==> src/rtl/lfsr_grant_arbiter.sv <==
// Round-robin arbiter handing out words from one shared 16-bit Fibonacci LFSR.
// Optional LFSR_ZERO_GUARD_EN: a zero reseed is replaced by SEED so the LFSR cannot lock up.
module lfsr_grant_arbiter #(
    parameter int unsigned NREQ = 4,
    parameter logic [15:0] SEED = 16'hACE1
) (
    input  logic            clk,
    input  logic            n_reset,
    input  logic            en,
    input  logic            seed_load,
    input  logic [15:0]     seed_in,
    input  logic [NREQ-1:0] req,
    output logic [NREQ-1:0] gnt,
    output logic [15:0]     rnd_out,
    output logic            rnd_valid,
    output logic [15:0]     word_cnt,
    output logic            period_done,
    output logic            lockup,
    output logic [1:0]      state
);

    localparam int unsigned IW = (NREQ > 1) ? $clog2(NREQ) : 1;

    typedef enum logic [1:0] {
        StIdle = 2'd0,
        StRun  = 2'd1,
        StLoad = 2'd2
    } state_e;

    state_e          state_q;
    logic [15:0]     lfsr_q;
    logic [15:0]     ref_q;
    logic [IW-1:0]   last_q;
    logic [NREQ-1:0] gnt_q;
    logic [15:0]     rnd_q;
    logic            valid_q;
    logic [15:0]     cnt_q;
    logic            pdone_q;

    logic [15:0]     lfsr_next;
    logic [15:0]     seed_eff;
    logic [IW-1:0]   winner;
    logic [NREQ-1:0] winner_onehot;
    logic            grant;

    assign lfsr_next = {lfsr_q[14:0], lfsr_q[15] ^ lfsr_q[13] ^ lfsr_q[12] ^ lfsr_q[10]};

`ifdef LFSR_ZERO_GUARD_EN
    assign seed_eff = (seed_in == 16'h0000) ? SEED : seed_in;
`else
    assign seed_eff = seed_in;
`endif

    // Scan downward so the nearest requester after last_q is the final (winning) assignment.
    always_comb begin
        winner = last_q;
        for (int unsigned i = NREQ; i >= 1; i--) begin
            if (req[IW'((32'(last_q) + i) % NREQ)]) begin
                winner = IW'((32'(last_q) + i) % NREQ);
            end
        end
    end

    assign winner_onehot = NREQ'(1) << winner;
    assign grant = (state_q == StRun) && !seed_load && en && (|req);

    always_ff @(posedge clk or negedge n_reset) begin
        if (!n_reset) begin
            state_q <= StIdle;
            lfsr_q  <= SEED;
            ref_q   <= SEED;
            last_q  <= IW'(NREQ - 1);
            gnt_q   <= '0;
            rnd_q   <= 16'h0000;
            valid_q <= 1'b0;
            cnt_q   <= 16'h0000;
            pdone_q <= 1'b0;
        end else begin
            if (seed_load) begin
                state_q <= StLoad;
            end else begin
                case (state_q)
                    StIdle:  if (en) state_q <= StRun;
                    StRun:   if (!en) state_q <= StIdle;
                    StLoad:  state_q <= en ? StRun : StIdle;
                    default: state_q <= StIdle;
                endcase
            end

            gnt_q   <= '0;
            valid_q <= 1'b0;
            pdone_q <= 1'b0;

            // A reseed takes precedence over any pending request.
            if (seed_load) begin
                lfsr_q <= seed_eff;
                ref_q  <= seed_eff;
                cnt_q  <= 16'h0000;
            end else if (grant) begin
                gnt_q   <= winner_onehot;
                rnd_q   <= lfsr_q;
                valid_q <= 1'b1;
                lfsr_q  <= lfsr_next;
                last_q  <= winner;
                cnt_q   <= cnt_q + 16'd1;
                pdone_q <= (lfsr_next == ref_q);
            end
        end
    end

    assign gnt         = gnt_q;
    assign rnd_out     = rnd_q;
    assign rnd_valid   = valid_q;
    assign word_cnt    = cnt_q;
    assign period_done = pdone_q;
    assign lockup      = (lfsr_q == 16'h0000);
    assign state       = state_q;

endmodule

==> config.mk <==
export PLATFORM = sky130hd
export DESIGN_NAME = lfsr_grant_arbiter
export DESIGN_NICKNAME = d
export VERILOG_FILES = /design/src/rtl/lfsr_grant_arbiter.sv
export SDC_FILE = /design/constraint.sdc
export NUM_CORES = 1
export LEC_CHECK = 0
export CAP_MARGIN = 10
export CORE_UTILIZATION = 56
export CTS_CLUSTER_SIZE = 8
export DETAILED_ROUTE_END_ITERATION = 12
export GPL_TIMING_DRIVEN = 0
export PLACE_DENSITY = 0.92
export SETUP_SLACK_MARGIN = 0.02
export SYNTH_ARGS = -nofsm -noshare
export SYNTH_HDL_FRONTEND = slang
export SYNTH_SLANG_ARGS = --single-unit
export TNS_END_PERCENT = 50
==> constraint.sdc <==
create_clock -name clk -period 4.8 [get_ports clk]
set_clock_uncertainty 0.1 [all_clocks]
set_input_delay 0.96 -clock clk [delete_from_list [all_inputs] [get_ports clk]]
set_output_delay 0.96 -clock clk [all_outputs]
set_load 0.03 [all_outputs]
==> impl_metrics.xml <==
<?xml version="1.0" encoding="UTF-8"?>
<metrics>
  <group name="outcome">
    <metric name="run_status" unit="">finished clean</metric>
  </group>
  <group name="synth">
    <metric name="syn_nets" unit="">334</metric>
    <metric name="postSynthRegisterBits" unit="">74</metric>
    <metric name="synthesis.area_per_instance" unit="µm²">11.0</metric>
    <metric name="synth-warning-count" unit="">0</metric>
    <metric name="mappedNetlistArea" unit="mm²">0.00338</metric>
    <metric name="post_synth_inst_count" unit="">309</metric>
    <metric name="synth.lib_cells_used.distinct" unit="">35</metric>
    <metric name="synth_ff_type" unit="">dfrtp_1</metric>
    <metric name="synth_edf_count" unit="">0</metric>
    <metric name="postSynth.asyncResetShare" unit="%">100</metric>
    <metric name="seq_area_frac_synth" unit="%">55.4</metric>
  </group>
  <group name="power">
    <metric name="vdd_ir_drop_max" unit="V">0.000373</metric>
    <metric name="power.density_cell_area" unit="mW/mm²">356</metric>
    <metric name="power.static_leakage" unit="nW">1.84</metric>
  </group>
  <group name="hold_path">
    <metric name="startpoint_of_the_most_critical_hold_path" unit="">ref_q[11]</metric>
    <metric name="hp-class" unit="">reg2reg</metric>
    <metric name="hold_path_end" unit="">ref_q[11]</metric>
    <metric name="hold-path-cell-count" unit="">2</metric>
  </group>
  <group name="timing">
    <metric name="fin_tns_setup" unit="ns">0</metric>
    <metric name="number_of_hold_violations_in_the_final_report" unit="">0</metric>
    <metric name="max-slew-margin-rel" unit="%">39.9</metric>
    <metric name="setup_viol" unit="">0</metric>
    <metric name="grt_setup_unrepaired" unit="">false</metric>
    <metric name="period_share" unit="%">67.1</metric>
    <metric name="hold-worst-slack" unit="ns">0.384</metric>
    <metric name="fin_crit" unit="ns">3.22</metric>
    <metric name="timing_worst_slew_pin_value" unit="ns">0.901</metric>
    <metric name="slew_violations" unit="">0</metric>
    <metric name="fmaxAchievable" unit="MHz">310</metric>
  </group>
  <group name="critical_path">
    <metric name="slack_of_the_worst_reg_to_reg_path" unit="ns">2.92</metric>
    <metric name="setup.worst_path.end_class" unit="">primary output</metric>
    <metric name="reg2reg_depth" unit="">6</metric>
    <metric name="critical_path.reg2reg.startpoint" unit="">state[1]</metric>
    <metric name="crit_type" unit="">reg2out</metric>
    <metric name="critical_path_arrival" unit="ns">2.16</metric>
    <metric name="reg2reg_to" unit="">word_cnt[13]</metric>
    <metric name="critical_path_required" unit="ns">3.74</metric>
    <metric name="critical_path.max_fanout" unit="">5</metric>
    <metric name="crit_path_start_kind" unit="">flip-flop</metric>
  </group>
  <group name="drt">
    <metric name="drt-wirelength-per-cell" unit="µm">16.5</metric>
    <metric name="num_vias" unit="">2619</metric>
    <metric name="drt-pass1-iter-count" unit="">4</metric>
    <metric name="post_route_wl" unit="mm">7.62</metric>
    <metric name="post_drt_via_cell_ratio" unit="">5.68</metric>
    <metric name="first_drt_iteration_drcs" unit="">174</metric>
    <metric name="drcViolationCount" unit="">0</metric>
    <metric name="postRouteAntennaNets" unit="">0</metric>
  </group>
  <group name="clocking">
    <metric name="root_buffer" unit="">clkbuf_8</metric>
    <metric name="tritoncts" unit="">done</metric>
    <metric name="cts_inserted_buffers" unit="">9</metric>
    <metric name="postCtsResizedCells" unit="">0</metric>
    <metric name="ctsHtreeMaxLevel" unit="">3</metric>
    <metric name="cts.hold.buffers_added" unit="">0</metric>
    <metric name="worst_skew_pair.late_latency" unit="ns">0.35</metric>
    <metric name="post-cts-setup-buffer-count" unit="">0</metric>
    <metric name="worst_setup_hold_path_clk_slew" unit="ns">0.07</metric>
    <metric name="clkSinkCount" unit="">74</metric>
    <metric name="clockBufferDepth" unit="">2</metric>
  </group>
  <group name="layout">
    <metric name="drive_gt1_share" unit="%">14.7</metric>
    <metric name="num-fill-cells" unit="">376</metric>
    <metric name="finalNetCount" unit="">409</metric>
    <metric name="num_antenna_cells" unit="">0</metric>
    <metric name="flow.area_growth_from_synthesis" unit="%">27.0</metric>
    <metric name="seqCellArea" unit="mm²">0.00187</metric>
    <metric name="multi_input_gate_area" unit="mm²">0.00135</metric>
    <metric name="finalNonFillerCells" unit="">461</metric>
  </group>
  <group name="die">
    <metric name="die_width" unit="µm">79.7</metric>
    <metric name="core" unit="mm²">0.00568</metric>
    <metric name="rows" unit="">27</metric>
    <metric name="dieHeight" unit="µm">79.7</metric>
    <metric name="pin_count" unit="">65</metric>
    <metric name="die-area" unit="mm²">0.00636</metric>
    <metric name="starting_utilization_of_the_core_area" unit="%">59.6</metric>
  </group>
  <group name="placement">
    <metric name="gp_congestion" unit="">0.847</metric>
    <metric name="dp_hpwl" unit="mm">5.32</metric>
    <metric name="portBuffers" unit="">64</metric>
    <metric name="dp_cells" unit="">445</metric>
  </group>
  <group name="global_route">
    <metric name="pin_count_of_the_biggest_net_entering_global_routing" unit="">75</metric>
    <metric name="grt_pass1_vias" unit="">2668</metric>
    <metric name="global_route.usage.total" unit="%">27.3</metric>
    <metric name="globalRoute.totalOverflow" unit="">0</metric>
    <metric name="grt_antenna_before_repair" unit="">0</metric>
    <metric name="grt_pass1_wl" unit="mm">12.8</metric>
  </group>
  <group name="flow_run">
    <metric name="maxCapViolations" unit="">0</metric>
  </group>
</metrics>
-- per-stage QoR --
stage          setup WS [ns]  total power, mW  instance area, µm²  util, %
3_5_place_dp            1.76             1.09                4110     72.5
2_1_floorplan           2.34            0.943                3380        -
3_3_place_gp           0.322             1.07                4120     72.5
4_1_cts                 1.55             1.53                4300     75.7
6_report                1.58             1.53                4300     75.7
5_1_grt                 1.52             1.59                4300     75.7
-- registers in the layout, summed over array words and instances, names as in the netlist, 2 cells and up --
name	count
word_cnt	16
last_q	2
state	2
ref_q	16
gnt	4
lfsr_q	16
rnd_out	16
-- synthesized netlist by cell type (2+ instances only) --
| master | count | share of area (%) |
|---|---|---|
| a21oi_1 | 10 | 1.5 |
| buf_6 | 3 | 1.0 |
| inv_1 | 17 | 1.9 |
| clkbuf_1 | 9 | 1.0 |
| nor2_1 | 11 | 1.2 |
| or4_1 | 4 | 0.89 |
| xnor2_1 | 3 | 0.78 |
| mux2_2 | 16 | 5.3 |
| o31ai_1 | 2 | 0.44 |
| or3_1 | 6 | 1.1 |
| buf_4 | 3 | 0.67 |
| nand3_1 | 8 | 1.2 |
| dfstp_2 | 18 | 14 |
| dfrtp_1 | 56 | 41 |
| nand4_1 | 4 | 0.74 |
| nand2b_1 | 3 | 0.55 |
| nand2_1 | 31 | 3.4 |
| and3_1 | 4 | 0.74 |
| and2_1 | 2 | 0.37 |
| o21ai_0 | 38 | 5.6 |
| nand3b_1 | 2 | 0.44 |
| xor2_1 | 22 | 5.7 |
| nor4_1 | 8 | 1.5 |
| mux2i_1 | 16 | 4.7 |
| and4_1 | 3 | 0.78 |
-- placed cells by master, fill, tap and decap left out, types with 2 or more instances in the layout --
cell,instances
clkdlybuf4s50_1,63
dfstp_2,18
xor2_1,22
nand3_1,8
nor2_1,11
and3_1,4
mux2_2,16
nand4_1,4
dfrtp_1,56
or4_1,4
buf_6,3
and4_1,3
clkbuf_1,12
inv_1,17
buf_4,4
or3_1,6
o21ai_0,38
nand3b_1,2
nand2_1,31
xnor2_1,3
and2_1,2
nor4_1,8
mux2i_1,16
nand2b_1,3
a21oi_1,10
o31ai_1,2
clkbuf_8,12
-- power by group --
part	switching, mW	total (mW)	internal, mW
logic	0.175	0.323	0.147
clock network	0.220	0.451	0.231
registers	0.0530	0.756	0.703
total	0.448	1.53	1.08
-- worst max-delay path, stage by stage (launching register included) --
cell	delay, ns
dfrtp_1	0.46
nor4_1	0.39
and4_1	0.29
clkdlybuf4s50_1	0.68
-- per-layer routing --
metal / part of all wire [%] / track usage [%] / up-vias
li1: - / - / 1222
met1: 42 / 34.1 / 1294
met2: 51 / 45.8 / 91
met3: 4.9 / 4.69 / 12
met4: 1.7 / 13.2 / 0
met5: 0 / 0 / -
-- logic make-up after synthesis --
kind of cell / share of synthesized area [%]
AND/OR/NAND/NOR: 14.7
flip-flops: 55.4
XOR/XNOR: 6.47
adder cells (fa/ha/maj): 0.370
buffers and inverters: 4.73
AO/OA/AOI/OAI: 8.32
multiplexers: 10.1
-- how the worst max path moves through the flow --
stage | startpoint | end | slack [ns]
detailed placement | req[0] | rnd_out[4] | 1.76
global route | lfsr_q[1] | lockup | 1.52
finish | lfsr_q[1] | lockup | 1.58
global placement | n_reset | rnd_out[9] | 0.32
CTS | lfsr_q[1] | lockup | 1.55
floorplan | req[1] | rnd_out[10] | 2.34
-- final cells by class --
class	count	share of cell area, %
multi-input cells	202	31.4
repair buffers	64	14.9
well taps	72	2.10
inverters	18	1.63
flip-flops and latches	74	43.6
clock buffers	15	4.11
plain buffers	15	2.10
clock inverters	1	0.175
No activity file was read; power rests on OpenSTA's default activity.
